**src/rtl/spi_slave_if.sv**
```systemverilog
// SPI slave front end for the single-port RAM: collects 10-bit command words from MOSI
// and, on a read-data frame, shifts the RAM's read byte back out on MISO MSB-first.
module spi_slave_if #(
  parameter int ADDR_SIZE = 8
) (
  input  logic                 clk,
  input  logic                 rst_n,
  input  logic                 SS_n,
  input  logic                 MOSI,
  output logic                 MISO,
  output logic [ADDR_SIZE+1:0] rx_data,
  output logic                 rx_valid,
  input  logic [ADDR_SIZE-1:0] tx_data,
  input  logic                 tx_valid
);

  localparam int WORD_W   = ADDR_SIZE + 2;
  localparam int CNT_W    = $clog2(WORD_W + 1);
  localparam int TX_CNT_W = $clog2(ADDR_SIZE);

  localparam logic [CNT_W-1:0]    FIRST_BIT = CNT_W'(1);
  localparam logic [CNT_W-1:0]    LAST_BIT  = CNT_W'(WORD_W - 1);
  localparam logic [CNT_W-1:0]    WORD_END  = CNT_W'(WORD_W);
  localparam logic [TX_CNT_W-1:0] TX_LAST   = TX_CNT_W'(ADDR_SIZE - 1);

  typedef enum logic [2:0] {
    IDLE,
    CHK_CMD,
    WRITE,
    READ_ADD,
    READ_DATA
  } state_t;

  state_t state, next_state;

  logic [CNT_W-1:0]     bit_cnt;
  logic [WORD_W-2:0]    rx_shift;
  logic                 rd_addr_done;
  logic                 wait_tx;
  logic                 tx_busy;
  logic [ADDR_SIZE-2:0] tx_shift;
  logic [TX_CNT_W-1:0]  tx_cnt;

  always_ff @(posedge clk or negedge rst_n) begin
    if (!rst_n) state <= IDLE;
    else        state <= next_state;
  end

  always_comb begin
    next_state = state;
    case (state)
      IDLE: begin
        if (!SS_n) next_state = CHK_CMD;
      end
      CHK_CMD: begin
        if (SS_n)              next_state = IDLE;
        else if (!MOSI)        next_state = WRITE;
        else if (rd_addr_done) next_state = READ_DATA;
        else                   next_state = READ_ADD;
      end
      WRITE, READ_ADD, READ_DATA: begin
        if (SS_n) next_state = IDLE;
      end
      default: next_state = IDLE;
    endcase
  end

  // rx_shift holds the first nine bits; the tenth comes straight from MOSI into rx_data.
  always_ff @(posedge clk or negedge rst_n) begin
    if (!rst_n) begin
      bit_cnt      <= '0;
      rx_shift     <= '0;
      rx_data      <= '0;
      rx_valid     <= 1'b0;
      rd_addr_done <= 1'b0;
      wait_tx      <= 1'b0;
      tx_busy      <= 1'b0;
      tx_shift     <= '0;
      tx_cnt       <= '0;
      MISO         <= 1'b0;
    end else begin
      rx_valid <= 1'b0;
      if (state != IDLE && SS_n) begin
        bit_cnt <= '0;
        wait_tx <= 1'b0;
        tx_busy <= 1'b0;
        MISO    <= 1'b0;
      end else begin
        case (state)
          CHK_CMD: begin
            rx_shift <= {{(WORD_W-2){1'b0}}, MOSI};
            bit_cnt  <= FIRST_BIT;
          end
          WRITE, READ_ADD, READ_DATA: begin
            if (bit_cnt != WORD_END) begin
              rx_shift <= {rx_shift[WORD_W-3:0], MOSI};
              bit_cnt  <= bit_cnt + 1'b1;
              if (bit_cnt == LAST_BIT) begin
                rx_data  <= {rx_shift, MOSI};
                rx_valid <= 1'b1;
                if (state == READ_ADD) rd_addr_done <= 1'b1;
                if (state == READ_DATA) begin
                  rd_addr_done <= 1'b0;
                  wait_tx      <= 1'b1;
                end
              end
            end
            // Byte goes out MSB first: bit 7 on the capture edge, one bit per edge after.
            if (state == READ_DATA) begin
              if (wait_tx && tx_valid) begin
                MISO     <= tx_data[ADDR_SIZE-1];
                tx_shift <= tx_data[ADDR_SIZE-2:0];
                tx_cnt   <= TX_LAST;
                wait_tx  <= 1'b0;
                tx_busy  <= 1'b1;
              end else if (tx_busy) begin
                if (tx_cnt != '0) begin
                  MISO     <= tx_shift[ADDR_SIZE-2];
                  tx_shift <= {tx_shift[ADDR_SIZE-3:0], 1'b0};
                  tx_cnt   <= tx_cnt - 1'b1;
                end else begin
                  MISO    <= 1'b0;
                  tx_busy <= 1'b0;
                end
              end
            end
          end
          default: ;
        endcase
      end
    end
  end

endmodule

```
**config.mk**
```make
export PLATFORM = sky130hd
export DESIGN_NAME = spi_slave_if
export DESIGN_NICKNAME = d
export VERILOG_FILES = /design/src/rtl/spi_slave_if.sv
export SDC_FILE = /design/constraint.sdc
export NUM_CORES = 1
export LEC_CHECK = 0
export BUFFER_PORTS_ARGS = -buffer_cell sky130_fd_sc_hd__buf_2
export CORE_MARGIN = 8
export CORE_UTILIZATION = 61
export CTS_CLUSTER_DIAMETER = 40
export CTS_CLUSTER_SIZE = 14
export DETAILED_ROUTE_END_ITERATION = 10
export PLACE_DENSITY = 0.8
export SLEW_MARGIN = 25
export SYNTH_ARGS = -nofsm -noshare
export SYNTH_HDL_FRONTEND = slang
export SYNTH_SLANG_ARGS = --single-unit
export TNS_END_PERCENT = 10
```
**constraint.sdc**
```tcl
create_clock -name clk -period 4.85 [get_ports clk]
set_input_delay 0.2425 -clock clk [delete_from_list [all_inputs] [get_ports clk]]
set_output_delay 0.2425 -clock clk [all_outputs]
set_load 0.01 [all_outputs]
```
==> results_dict.tcl, run 1 <==
set metrics [dict create \
    cts_setup_buffers 0 \
    hold_path_class "input pin to asynchronous set/reset pin" \
    grt_max_degree 42 \
    insertion_delay_ns 0.34 \
    cts_root_buf "clkbuf_4" \
    power.total_uw 775.0 \
    clk_pin_slew_ns 0.14 \
    clock.fmax_ghz 0.4761 \
    syn_avg_cell_area_um2 12.08 \
    yosysTopAreaCell "dfrtp_1" \
    cts_tree "done" \
    pre_cts_ws_ns 2.791 \
    setup_viol 0 \
    netlist_instances 167 \
    crit_arrival_ns 2.32 \
    die-area_um2 5405 \
    grt_overflow 0 \
    layout.nets 209 \
    setup_ws_ns 2.750 \
    synth_top_area_share_pct 50.84 \
    stdcell_count 238 \
    yosys_warnings 0 \
    initial_utilization_pct 61.94 \
    synth_flop_cell "dfrtp_1" \
    avgRoutedWirePerCell_um 15.77 \
    cts_made_buffers 5 \
    leakage_nw 1.157 \
    ys_seq_elements 41 \
    drt_first_iter_violations 72 \
    place_hpwl_mm 2.689 \
    gp_congestion 0.8411 \
    routed_wirelength_mm 3.754 \
    ff2ff_path_depth 4 \
    critPathMaxStageDelay_ns 0.60 \
    cts_sinks 41 \
    grtUsageMet3_pct 3.411 \
    peakVddDrop_v 0.0001716 \
    boundaryPins 25 \
    violations "hold timing" \
    cp-end-kind "flop" \
    remaining_drc_errors 0 \
    area_growth_pct 11.84 \
    synth_edf_count 0 \
    antenna_left 0 \
    postCtsHoldBufs 0 \
    clock_skew_ns 0.01963 \
    drive_gt1_share_pct 33.85 \
    synthesis.nets 185 \
    final_core_util_pct 69.28 \
    postCtsResizedCells 0 \
    fp.dieH_um 73.52 \
    via_count 1376 \
    synthTopCellsByArea "dfrtp_1 51%, mux2_2 7.8%, mux2_4 6.7%, a22o_1 5.2%, ha_1 3.1%" \
    period_share_pct 43.31 \
    row_count 21 \
    cpMaxStageDelayCell "a21boi_0" \
    met2_usage_pct 25.39 \
    path_cells "nand2_1, a21boi_0, nor3_1, or3b_2" \
    grt_usage_pct 15.28 \
    status "finished with violations" \
    holdWs_ns -0.0003076 \
    cellPowerDensity_nw_per_um2 343.3 \
    cp_top_family "simple AND/OR/NAND/NOR gates" \
    path_class "flop to flop" \
    drv_slew 0 \
    cp.required_ns 5.07 \
    antennaDiodeCount 0 \
    fin_area_um2 2257 \
    slew_headroom_pct 42.43 \
    final_common_cell "dfrtp_1" \
    use_met1_pct 18.96 \
    seq_area_frac_synth_pct 50.84 \
    synthArstFlopShare_pct 100.0 \
    grt_pass1_vias 1400 \
    worst-path-stages 4 \
    grt_pass1_wl_mm 6.465 \
    die_w_um 73.52 \
    rrSetupSlack_ns 2.75 \
    cp.buffers_inverters 0 \
    synth_cell_type_count 45 \
    fin_tns_setup_ns 0 \
    worst-path-max-fanout 13 \
    dp.cells 230 \
    period_minus_slack_ns 2.100 \
    synth_area_um2 2018 \
    tightest_slew_ns 0.8635 \
    placed_area_um2 2151 \
    portBuffers 24 \
    viasPerCell 5.782 \
    first_pass_iters 4 \
    h-tree-depth 2 \
    core_um2 3258 \
    final_cell_mix "41 x dfrtp_1, 24 x buf_2, 14 x mux2_2" \
    maxCapViolCount 0 \
    grt_busiest_layer "met2" \
    antenna_found_initial 0 \
    hold_viol 3 \
    start_kind "flop" \
    grt_setup_unrepaired "false" \
    clockBufferDepth 2 \
]
[sequential cells by signal, indices dropped and copies added, names as in the netlist]
| name | flops |
|---|---|
| tx_shift | 7 |
| rd_addr_done | 1 |
| rx_valid | 1 |
| wait_tx | 1 |
| MISO | 1 |
| state | 3 |
| tx_busy | 1 |
| rx_shift | 9 |
| bit_cnt | 4 |
| rx_data | 10 |
| tx_cnt | 3 |
[power by group]
part	switching, mW	internal, mW
registers	0.0330	0.365
logic	0.0537	0.0479
clock network	0.113	0.162
[worst paths after layout]
path | start | endpoint
setup / recovery | wait_tx | tx_cnt[2]
hold / removal | rst_n | rx_data[5]
setup reg to reg | wait_tx | tx_cnt[2]
hold reg to reg | tx_shift[5] | tx_shift[5]
max in group asynchronous | rst_n | bit_cnt[0]
min in group clk | tx_data[0] | tx_shift[0]
[synth_stat cells, types with 2 or more instances]
master / number
dfrtp_1: 41
ha_1: 5
mux2_2: 14
nand2_1: 7
a31oi_1: 2
clkbuf_1: 3
a2111oi_0: 2
nand3b_1: 2
inv_1: 11
nor3_1: 6
buf_6: 2
a22o_1: 12
a211oi_1: 3
nand2b_1: 2
o21a_1: 2
a21oi_1: 6
o21ai_0: 4
mux2_4: 9
o2bb2ai_1: 2
nor2_1: 7
[per-layer routing]
layer  part of all wire (%)  up-vias
met3                    4.6        2
li1                       -      658
met5                      0        -
met1                     45      677
met4                   0.75        0
met2                     50       39
[area by class of cell]
cell class | instances | area [um^2]
Clock buffer | 5 | 37.54
Clock inverter | 3 | 68.82
Fill cell | 250 | 1001
Inverter | 11 | 41.29
Multi-Input combinational cell | 108 | 905.9
Sequential cell | 41 | 1026
Tap cell | 46 | 57.56
Timing Repair Buffer | 24 | 120.1
[kinds of logic (layout without fill, tap and decap cells)]
group / Yosys count / in the layout / share of synthesized area [%]
muxes: 24 / 24 / 15.00
xor gates and xnor gates: 1 / 1 / 0.4341
adders and majority gates: 5 / 5 / 3.100
buffers and inverters: 18 / 43 / 4.278
and+or+nand+nor: 37 / 37 / 10.91
AOI/OAI and AO/OA: 41 / 41 / 15.44
DFF: 41 / 41 / 50.84
No activity file was read; power rests on OpenSTA's default activity.
==> inputs of run 2 (changes only) <==
--- a/config.mk
+++ b/config.mk
@@ -7,11 +7,11 @@
 export LEC_CHECK = 0
 export BUFFER_PORTS_ARGS = -buffer_cell sky130_fd_sc_hd__buf_2
 export CORE_MARGIN = 8
-export CORE_UTILIZATION = 61
+export CORE_UTILIZATION = 51
 export CTS_CLUSTER_DIAMETER = 40
 export CTS_CLUSTER_SIZE = 14
 export DETAILED_ROUTE_END_ITERATION = 10
-export PLACE_DENSITY = 0.8
+export PLACE_DENSITY = 0.71
 export SLEW_MARGIN = 25
 export SYNTH_ARGS = -nofsm -noshare
 export SYNTH_HDL_FRONTEND = slang
==> constraint.sdc (replaced) <==
create_clock -name clk -period 1.9 [get_ports clk]
set_input_delay 0.095 -clock clk [delete_from_list [all_inputs] [get_ports clk]]
set_output_delay 0.095 -clock clk [all_outputs]
set_load 0.01 [all_outputs]
==> run 2 against run 1 <==
Effect of this change:
- the flow now finishes without violations
- power increased by 150%
- sequential power grew 150%
- cell count is 8.0% higher
- clock power increased by 120%
- critical path depth stayed put
- core utilization down 8.7 points
- die area rose by 15%
- first-iteration DRC count shrank 8.3%
- combinational power rose to 3.4 times the previous value
- clock-buffer cell count grew 1
- worst hold slack better by 0.011 ns
==> results_dict.tcl, run 2 (synthesis gave the netlist of run 1 again) <==
set metrics [dict create \
    status "completed" \
    fin_tns_setup_ns 0 \
    place_hpwl_mm 3.123 \
    clock.fmax_ghz 0.5477 \
    grt_setup_unrepaired "true" \
    fin_area_um2 2372 \
    path_class "flop to flop" \
    maxCapViolCount 0 \
    gp_congestion 0.7730 \
    pre_cts_ws_ns 0.06808 \
    cts_setup_buffers 0 \
    hold_viol 0 \
    worst-path-max-fanout 11 \
    initial_utilization_pct 51.57 \
    layout.nets 224 \
    cp.required_ns 2.08 \
    use_met1_pct 16.41 \
    h-tree-depth 2 \
    drive_gt1_share_pct 38.16 \
    grt_max_degree 17 \
    slew_headroom_pct 70.48 \
    grt_overflow 0 \
    grt_pass1_wl_mm 7.024 \
    tightest_slew_ns 0.4317 \
    drv_slew 0 \
    clk_pin_slew_ns 0.08 \
    cts_tree "done" \
    via_count 1446 \
    cts_sinks 41 \
    cpMaxStageDelayCell "or4b_4" \
    viasPerCell 5.626 \
    path_cells "or4b_4, o21ai_2, nand2b_2, mux2_4" \
    insertion_delay_ns 0.29 \
    placed_area_um2 2253 \
    boundaryPins 25 \
    regMostFlops "rx_data" \
    final_core_util_pct 60.61 \
    core_um2 3914 \
    cellPowerDensity_nw_per_um2 813.6 \
    portBuffers 24 \
    first_pass_iters 4 \
    reg_top3 "rx_data x10, rx_shift x9, tx_shift x7" \
    remaining_drc_errors 0 \
    drt_first_iter_violations 66 \
    fp.dieH_um 78.91 \
    clockBufferDepth 2 \
    critPathMaxStageDelay_ns 0.57 \
    largest_reg_flops 10 \
    start_kind "flop" \
    grt_busiest_layer "met2" \
    peakVddDrop_v 0.0004307 \
    grtUsageMet3_pct 5.305 \
    die_w_um 78.91 \
    final_cell_mix "41 x dfrtp_1, 24 x buf_2, 14 x mux2_2" \
    cp-end-kind "flop" \
    crit_arrival_ns 2.00 \
    row_count 23 \
    period_minus_slack_ns 1.826 \
    setup_ws_ns 0.07417 \
    final_common_cell "dfrtp_1" \
    power.total_mw 1.930 \
    antennaDiodeCount 0 \
    avgRoutedWirePerCell_um 16.15 \
    hold_path_class "input pin to flop" \
    grt_usage_pct 14.34 \
    period_share_pct 96.10 \
    cts_root_buf "clkbuf_8" \
    grt_pass1_vias 1506 \
    setup_viol 0 \
    area_growth_pct 17.55 \
    antenna_left 0 \
    clock_skew_ns 0.002734 \
    cts_made_buffers 5 \
    routed_wirelength_mm 4.150 \
    met2_usage_pct 24.61 \
    antenna_found_initial 0 \
    die-area_um2 6226 \
    leakage_nw 1.223 \
]
==> run 2: cell count changes in the layout (fill, tap and decap cells not counted), sizes merged <==
cell	previous run	this run
clkinv	0	2
bufinv	2	0
buf	24	37
inv	12	11
clkbuf	5	6
dlygate4sd3	0	1
o21bai	1	2
==> run 2: path summary, 6_finish.rpt <==
kind / to / slack, ns / cells past startpoint / start
max: rx_data[7] / 0.07 / 4 / state[0]
min: tx_shift[0] / 0.01 / 3 / tx_data[0]
max reg2reg: rx_data[7] / 0.07 / 4 / state[0]
min reg2reg: tx_shift[3] / 0.51 / 1 / tx_shift[3]
max in group asynchronous: tx_shift[2] / 1.18 / 3 / rst_n
min in group asynchronous: rx_data[0] / 0.21 / 2 / rst_n
==> run 2: layout make-up <==
| cell class | count | area [um^2] |
|---|---|---|
| repair buffers | 38 | 227.7 |
| inverters | 11 | 41.29 |
| fillers | 315 | 1541 |
| clock inverters | 2 | 13.76 |
| clock buffers | 6 | 82.58 |
| well taps | 50 | 62.56 |
| multi-input cells | 109 | 918.4 |
| flip-flops and latches | 41 | 1026 |
==> run 2: what timing repair did <==
item / in CTS / in global routing
hold buffers: 1 / 0
hold endpoints to repair: 12 / 0
resized for setup: 0 / 1
setup endpoints to repair: 0 / 7
==> run 2: per-stage QoR <==
step,std cells,hold slack [ns]
detailed placement,247,-0.002018
floorplan,167,-0.2006
global route,257,0.007066
global placement,247,-0.009654
CTS,256,0.0004246
finish,257,0.01042
==> run 2: critical path, delay by kind of cell, from the launching register on <==
kind	cells	cell delay, ns
AOI/OAI and AO/OA	1	0.11
DFF	1	0.41
muxes	1	0.37
and+or+nand+nor	2	0.82
==> run 2: report_power, final <==
| group | switching (mW) | total (mW) | internal, mW | leakage (nW) |
|---|---|---|---|---|
| combinational | 0.189 | 0.350 | 0.160 | 0.613 |
| sequential | 0.0555 | 0.988 | 0.932 | 0.559 |
| clock | 0.298 | 0.592 | 0.294 | 0.0512 |
| total | 0.543 | 1.93 | 1.39 | 1.22 |
==> run 2: per-layer routing <==
metal / share of wire [%] / wire [um]
met2: 51 / 2123
met4: 0.65 / 27
met3: 5.0 / 207
met5: 0 / 0
met1: 43 / 1792
